`src/rtl/exec_pkg.sv`:
```
// Shared opcode encodings and flag bundle for the accumulator execution unit.
// The shift opcodes only become legal when EXEC_SHIFT_EN is defined.
package exec_pkg;

  localparam int OPW = 4;

  typedef enum logic [OPW-1:0] {
    OP_ADD  = 4'h0,
    OP_SUB  = 4'h1,
    OP_AND  = 4'h2,
    OP_OR   = 4'h3,
    OP_XOR  = 4'h4,
    OP_LOAD = 4'h5,
    OP_CLR  = 4'h6,
    OP_NOP  = 4'h7,
    OP_SHL  = 4'h8,
    OP_SHR  = 4'h9
  } op_e;

  typedef struct packed {
    logic z;
    logic c;
    logic err;
  } flags_t;

endpackage

```
`src/rtl/exec_alu.sv`:
```
// Combinational datapath: combines acc with operand under opcode.
// EXEC_SHIFT_EN adds SHL/SHR (opcodes 1000/1001); otherwise they are illegal.
module exec_alu
  import exec_pkg::*;
#(
  parameter int WIDTH = 8
) (
  input  logic [WIDTH-1:0] acc,
  input  logic [WIDTH-1:0] operand,
  input  logic [OPW-1:0]   opcode,
  output logic [WIDTH-1:0] res,
  output flags_t           flags,
  output logic             legal
);

  logic [WIDTH:0] wide;
  logic           carry;

`ifdef EXEC_SHIFT_EN
  localparam int SHW = (WIDTH > 1) ? $clog2(WIDTH) : 1;
  logic [SHW-1:0] sh_amt;
  logic [WIDTH:0] sh_wide;
  assign sh_amt = operand[SHW-1:0];
`endif

  always_comb begin
    res   = '0;
    carry = 1'b0;
    legal = 1'b1;
    wide  = '0;
`ifdef EXEC_SHIFT_EN
    sh_wide = '0;
`endif
    case (opcode)
      OP_ADD: begin
        wide  = {1'b0, acc} + {1'b0, operand};
        res   = wide[WIDTH-1:0];
        carry = wide[WIDTH];
      end
      // The extra top bit of the difference is the borrow (operand > acc).
      OP_SUB: begin
        wide  = {1'b0, acc} - {1'b0, operand};
        res   = wide[WIDTH-1:0];
        carry = wide[WIDTH];
      end
      OP_AND:  res = acc & operand;
      OP_OR:   res = acc | operand;
      OP_XOR:  res = acc ^ operand;
      OP_LOAD: res = operand;
      OP_CLR:  res = '0;
      OP_NOP:  res = acc;
`ifdef EXEC_SHIFT_EN
      // One guard bit on the exit side catches the last bit shifted out.
      OP_SHL: begin
        sh_wide = {1'b0, acc} << sh_amt;
        res     = sh_wide[WIDTH-1:0];
        carry   = sh_wide[WIDTH];
      end
      OP_SHR: begin
        sh_wide = {acc, 1'b0} >> sh_amt;
        res     = sh_wide[WIDTH:1];
        carry   = sh_wide[0];
      end
`endif
      default: legal = 1'b0;
    endcase
    flags.z   = (res == '0);
    flags.c   = carry;
    flags.err = ~legal;
  end

endmodule

```
`src/rtl/exec_unit.sv`:
```
// Accumulator execution unit: valid/ready input, single registered output stage.
// Optional shift opcodes are enabled with the EXEC_SHIFT_EN macro.
module exec_unit
  import exec_pkg::*;
#(
  parameter int WIDTH = 8,
  parameter int OPW_P = OPW
) (
  input  logic             clk,
  input  logic             rst,
  input  logic             in_valid,
  output logic             in_ready,
  input  logic [OPW_P-1:0] opcode,
  input  logic [WIDTH-1:0] operand,
  output logic             out_valid,
  input  logic             out_ready,
  output logic [WIDTH-1:0] result,
  output logic             flag_z,
  output logic             flag_c,
  output logic             flag_err,
  output logic [WIDTH-1:0] acc
);

  logic [WIDTH-1:0] acc_q, acc_d;
  logic [WIDTH-1:0] result_q, result_d;
  flags_t           flags_q, flags_d;
  logic             out_valid_q, out_valid_d;

  logic [WIDTH-1:0] alu_res;
  flags_t           alu_flags;
  logic             alu_legal;
  logic             accept;

  exec_alu #(.WIDTH(WIDTH)) u_alu (
    .acc     (acc_q),
    .operand (operand),
    .opcode  (opcode[OPW-1:0]),
    .res     (alu_res),
    .flags   (alu_flags),
    .legal   (alu_legal)
  );

  // No skid buffer: a new pair is taken only if the held result leaves this cycle.
  assign in_ready = ~out_valid_q | out_ready;
  assign accept   = in_valid & in_ready;

  always_comb begin
    acc_d       = acc_q;
    result_d    = result_q;
    flags_d     = flags_q;
    out_valid_d = out_valid_q;
    if (accept) begin
      result_d    = alu_res;
      flags_d     = alu_flags;
      out_valid_d = 1'b1;
      if (alu_legal) acc_d = alu_res;
    end else if (out_ready) begin
      out_valid_d = 1'b0;
    end
  end

  always_ff @(posedge clk or posedge rst) begin
    if (rst) begin
      acc_q       <= '0;
      result_q    <= '0;
      flags_q     <= '0;
      out_valid_q <= 1'b0;
    end else begin
      acc_q       <= acc_d;
      result_q    <= result_d;
      flags_q     <= flags_d;
      out_valid_q <= out_valid_d;
    end
  end

  assign out_valid = out_valid_q;
  assign result    = result_q;
  assign flag_z    = flags_q.z;
  assign flag_c    = flags_q.c;
  assign flag_err  = flags_q.err;
  assign acc       = acc_q;

endmodule

```
`config.mk`:
```
export PLATFORM = sky130hd
export DESIGN_NAME = exec_unit
export DESIGN_NICKNAME = d
export VERILOG_FILES = /design/src/rtl/exec_pkg.sv /design/src/rtl/exec_alu.sv /design/src/rtl/exec_unit.sv
export SDC_FILE = /design/constraint.sdc
export NUM_CORES = 1
export LEC_CHECK = 0
export ABC_AREA = 1
export CORE_AREA = 4 4 93 95
export CTS_CLUSTER_DIAMETER = 150
export DETAILED_ROUTE_END_ITERATION = 10
export DIE_AREA = 0 0 97 99
export PLACE_DENSITY = 0.61
export SYNTH_ARGS = -nofsm -noshare
export SYNTH_HDL_FRONTEND = slang
export SYNTH_HIERARCHICAL = 1
export SYNTH_SLANG_ARGS = --single-unit
```
`constraint.sdc`:
```
create_clock -name clk -period 2.3 [get_ports clk]
set_clock_uncertainty 0.2 [all_clocks]
set_input_delay 0.46 -clock clk [delete_from_list [all_inputs] [get_ports clk]]
set_output_delay 0.46 -clock clk [all_outputs]
set_load 0.02 [all_outputs]
```
==> impl_metrics.prom <==
# TYPE chip_impl_metric gauge
chip_impl_info{name="netlist_top_cells_area",value="dfrtp_1 22%, nand2_1 18%, ha_1 13%, nand3_1 8.8%, inv_1 8.7%"} 1
chip_impl_metric{name="netlist_area",unit="um^2"} 2280
chip_impl_metric{name="synth-edff-count",unit=""} 0
chip_impl_metric{name="die-height",unit="um"} 99
chip_impl_info{name="crit_path_frequent_cell",value="nand3_2"} 1
chip_impl_metric{name="post_layout_power",unit="W"} 0.00181
chip_impl_metric{name="switching_share",unit=""} 0.411
chip_impl_metric{name="gp_congestion",unit=""} 0.883
chip_impl_metric{name="yosys.cell_types.count",unit=""} 33
chip_impl_metric{name="initial_core_util",unit=""} 0.295
chip_impl_metric{name="required",unit="ns"} 2.31
chip_impl_info{name="root_buffer",value="clkbuf_8"} 1
chip_impl_info{name="yosys.cell_count.top_type",value="nand2_1"} 1
chip_impl_metric{name="drc",unit=""} 0
chip_impl_metric{name="pwr-share-clk",unit=""} 0.150
chip_impl_metric{name="insertedDiodeCount",unit=""} 0
chip_impl_info{name="tritoncts",value="done"} 1
chip_impl_metric{name="area_share_of_the_largest_cell_type_after_synthesis",unit=""} 0.219
chip_impl_metric{name="finalWorstSetupSlack",unit="ns"} 0.0931
chip_impl_metric{name="io_buffers",unit=""} 36
chip_impl_metric{name="internal-power",unit="W"} 0.00107
chip_impl_info{name="worst-setup-path-type",value="in -> reg"} 1
chip_impl_metric{name="cellPowerDensity",unit="nW/um^2"} 539
chip_impl_metric{name="cts-buffers-inserted",unit=""} 3
chip_impl_metric{name="dp_slack",unit="ns"} -0.602
chip_impl_metric{name="synth_fp_nets",unit=""} 386
chip_impl_metric{name="synth_xor_area_frac",unit=""} 0
chip_impl_metric{name="placedInstanceArea",unit="um^2"} 3090
chip_impl_metric{name="max_stage_delay",unit="ns"} 0.45
chip_impl_metric{name="muxShareOfSynthArea",unit=""} 0
chip_impl_info{name="synth_ff_type",value="dfrtp_1"} 1
chip_impl_metric{name="finalHoldViolations",unit=""} 0
chip_impl_metric{name="fin_area",unit="um^2"} 3360
chip_impl_metric{name="tightestPinTransition",unit="ns"} 0.395
chip_impl_metric{name="maximum_number_of_pins_on_one_net_before_global_route_repair",unit=""} 23
chip_impl_metric{name="fmaxAchievable",unit="MHz"} 453
chip_impl_metric{name="finish.net_count",unit=""} 479
chip_impl_metric{name="total_global_routing_overflow",unit=""} 0
chip_impl_metric{name="finalNonFillerCells",unit=""} 538
chip_impl_metric{name="async_flop_share",unit=""} 1.00
chip_impl_metric{name="design.portCount",unit=""} 37
chip_impl_info{name="type_of_destination_of_the_critical_path",value="register"} 1
chip_impl_info{name="grt_most_used_layer",value="met2"} 1
chip_impl_metric{name="ant_nets",unit=""} 0
chip_impl_metric{name="compound_gate_portion_of_the_synthesized_area",unit=""} 0.0779
chip_impl_metric{name="fillerInstances",unit=""} 795
chip_impl_metric{name="area_of_combinational_cells_with_multiple_inputs",unit="um^2"} 1640
chip_impl_metric{name="ys_seq_elements",unit=""} 20
chip_impl_info{name="min_path_type",value="reg -> reg"} 1
chip_impl_metric{name="floorplan.die_area",unit="um^2"} 9600
chip_impl_metric{name="vias_per_cell",unit=""} 4.66
chip_impl_metric{name="synthSimpleGateAreaFrac",unit=""} 0.410
chip_impl_metric{name="postSynthCellCount",unit=""} 344
chip_impl_info{name="top_cells_by_instance_count_after_synthesis",value="108 x nand2_1, 53 x inv_1, 40 x nand3_1, 24 x ha_1, 21 x nor2_1"} 1
chip_impl_metric{name="drt_first_pass_iters",unit=""} 5
chip_impl_metric{name="dp_cells",unit=""} 529
chip_impl_metric{name="drt_iter0_markers",unit=""} 119
chip_impl_metric{name="htree_num_levels",unit=""} 1
chip_impl_info{name="rsz0062_at_grt",value="yes"} 1
chip_impl_metric{name="ff_latch_area",unit="um^2"} 502
chip_impl_metric{name="placeableCoreArea",unit="um^2"} 7730
chip_impl_metric{name="clock_tree_buffer_depth",unit=""} 2
chip_impl_metric{name="routedWlPerCell",unit="um"} 13.1
chip_impl_metric{name="max_cap_violations",unit=""} 0
chip_impl_metric{name="area_delta_synth_final",unit="%"} 47.4
chip_impl_metric{name="synth_area_per_cell",unit="um^2"} 6.63
chip_impl_metric{name="ys_seq_area_frac",unit=""} 0.219
chip_impl_metric{name="global_route.usage.total",unit=""} 0.143
chip_impl_metric{name="finalSetupViolCount",unit=""} 0
chip_impl_info{name="critPathTopFamily",value="simple AND/OR/NAND/NOR gates"} 1
chip_impl_metric{name="met3_usage",unit=""} 0.0177
chip_impl_metric{name="drive_gt1_frac",unit=""} 0.323
chip_impl_metric{name="final_period_demand_of_the_worst_path",unit="ns"} 2.21
chip_impl_metric{name="clock-sinks",unit=""} 20
chip_impl_metric{name="slew_violations",unit=""} 0
chip_impl_metric{name="cp_num_buf_inv",unit=""} 4
chip_impl_metric{name="clk_latency",unit="ns"} 0.26
chip_impl_metric{name="slew_headroom",unit=""} 0.736
chip_impl_info{name="outcome",value="completed"} 1
chip_impl_info{name="critPathSlowestCell",value="clkdlybuf4s50_1"} 1
chip_impl_metric{name="route.vias.total",unit=""} 2509
chip_impl_metric{name="grt_use_met1",unit=""} 0.198
chip_impl_info{name="timing.critical_path.cells",value="clkdlybuf4s50_1 -> inv_2 -> nor2_4 -> buf_4 -> nand2_4 -> inv_2 -> nand2_1 -> nand3_1 -> nor2_2 -> nand3_2 -> nor2_1 -> nand3_2 -> nor2_2 -> nand3_2 -> nand2_1"} 1
chip_impl_info{name="main_combinational_cell_family_by_area_after_synthesis",value="simple AND/OR/NAND/NOR gates"} 1
chip_impl_info{name="synth.largest_area_cell",value="dfrtp_1"} 1
chip_impl_metric{name="grt_pass1_vias",unit=""} 2439
chip_impl_metric{name="grt_pass1_wl",unit="um"} 11500
chip_impl_metric{name="static-leakage-power",unit="nW"} 1.81
chip_impl_metric{name="ir_worst_vdd",unit="mV"} 0.266
chip_impl_metric{name="clk_pin_slew_worst_paths",unit="ns"} 0.07
chip_impl_metric{name="critPathArrivalTime",unit="ns"} 2.21
chip_impl_metric{name="seqPwrFrac",unit=""} 0.249
chip_impl_metric{name="fin_hold_ws",unit="ns"} 0.280
chip_impl_metric{name="synth_fa_ha_area_frac",unit=""} 0.149
chip_impl_metric{name="die_x",unit="um"} 97
chip_impl_metric{name="placement_rows",unit=""} 32
chip_impl_metric{name="combPwrFrac",unit=""} 0.601
chip_impl_metric{name="final_min_period_over_clock_period",unit=""} 0.960
chip_impl_metric{name="routed_wirelength",unit="um"} 7040
chip_impl_metric{name="dp_hpwl",unit="um"} 5450
chip_impl_metric{name="yosys_warnings",unit=""} 6
chip_impl_metric{name="cp_max_fo",unit=""} 6
chip_impl_metric{name="grt_antenna_before_repair",unit=""} 0
chip_impl_info{name="start_kind",value="input pin"} 1
chip_impl_metric{name="p_switching",unit="W"} 0.000745
chip_impl_metric{name="use_met2",unit=""} 0.239
-- cells by family after synthesis --
| logic type | Yosys count |
|---|---|
| AO/OA/AOI/OAI | 29 |
| adder cells (fa/ha/maj) | 26 |
| flip-flops | 20 |
| AND/OR/NAND/NOR | 202 |
| buffers and inverters | 67 |
-- cell type report --
cell class | instances | share of cell area
clock buffers | 4 | 0.0164
inverters | 56 | 0.0632
multi-input cells | 257 | 0.486
flip-flops and latches | 20 | 0.149
well taps | 102 | 0.0379
repair buffers | 99 | 0.247
-- per-layer routing --
metal | wire [um] | part of all wire | vias up
met1 | 3230 | 0.46 | 1155
met3 | 404 | 0.057 | 9
met4 | 85 | 0.012 | 0
met2 | 3330 | 0.47 | 61
li1 | - | - | 1284
met5 | 0 | 0 | -
-- repair_timing --
action                     4_1_cts  5_1_grt
setup endpoints to repair       16       15
hold buffers                     0        0
resized for setup               39       30
gates cloned                     0        0
pin swaps                       20       13
setup buffers                    5        0
-- power groups by stage --
stage / registers [W] / clock network, W / logic (W)
finish: 0.000451 / 0.000271 / 0.00109
global route: 0.000460 / 0.000291 / 0.00119
CTS: 0.000451 / 0.000276 / 0.00105
detailed placement: 0.000457 / 0 / 0.000966
global placement: 0.000457 / 0 / 0.000958
floorplan: 0.000532 / 0 / 0.000453
-- registers in the layout, summed over array words and instances, names as in the netlist --
signal and cells:
acc 8, result 8, flag_c 1, flag_err 1
flag_z 1, out_valid 1
-- through the flow --
stage                     TNS (ns)   util
final                            0  0.435
after global routing       -0.0423  0.435
after CTS                        0  0.428
after detailed placement     -7.00  0.400
after global placement       -6.66  0.400
after floorplan                  0      -
-- path summary, 6_finish.rpt --
check	slack, ns	startpoint	to	depth (start not counted)
hold / removal	0.28	result[4]$_DFFE_PP0P_	result[4]$_DFFE_PP0P_	2
min in group asynchronous	0.33	rst	result[6]$_DFFE_PP0P_	3
max in group asynchronous	1.34	rst	acc[1]$_DFFE_PP0P_	3
setup / recovery	0.09	opcode[2]	flag_z$_DFFE_PP0P_	15
hold reg to reg	0.28	result[4]$_DFFE_PP0P_	result[4]$_DFFE_PP0P_	2
setup reg to reg	0.10	acc[1]$_DFFE_PP0P_	flag_z$_DFFE_PP0P_	13
-- tightest hold or removal path, cell delays in order (launching register included) --
cell and delay [ns]:
dfrtp_1 0.35, nand2_1 0.06, nand2_1 0.05
-- cells in the final DEF (no fill, tap or decap), types with 3 or more instances in the layout --
master             n
a21oi_1            6
a21oi_2            3
buf_4             61
clkbuf_8           4
clkdlybuf4s50_1   27
dfrtp_1           19
dlygate4sd2_1      4
ha_1              17
ha_4               6
inv_1             43
inv_2             12
nand2_1          100
nand2_2           11
nand2_4            4
nand3_1           33
nand3_2           11
nand4_1           11
nor2_1            13
nor2_2            13
nor2_4             3
o211ai_1           3
o22ai_1           10
No activity file was read; power rests on OpenSTA's default activity.
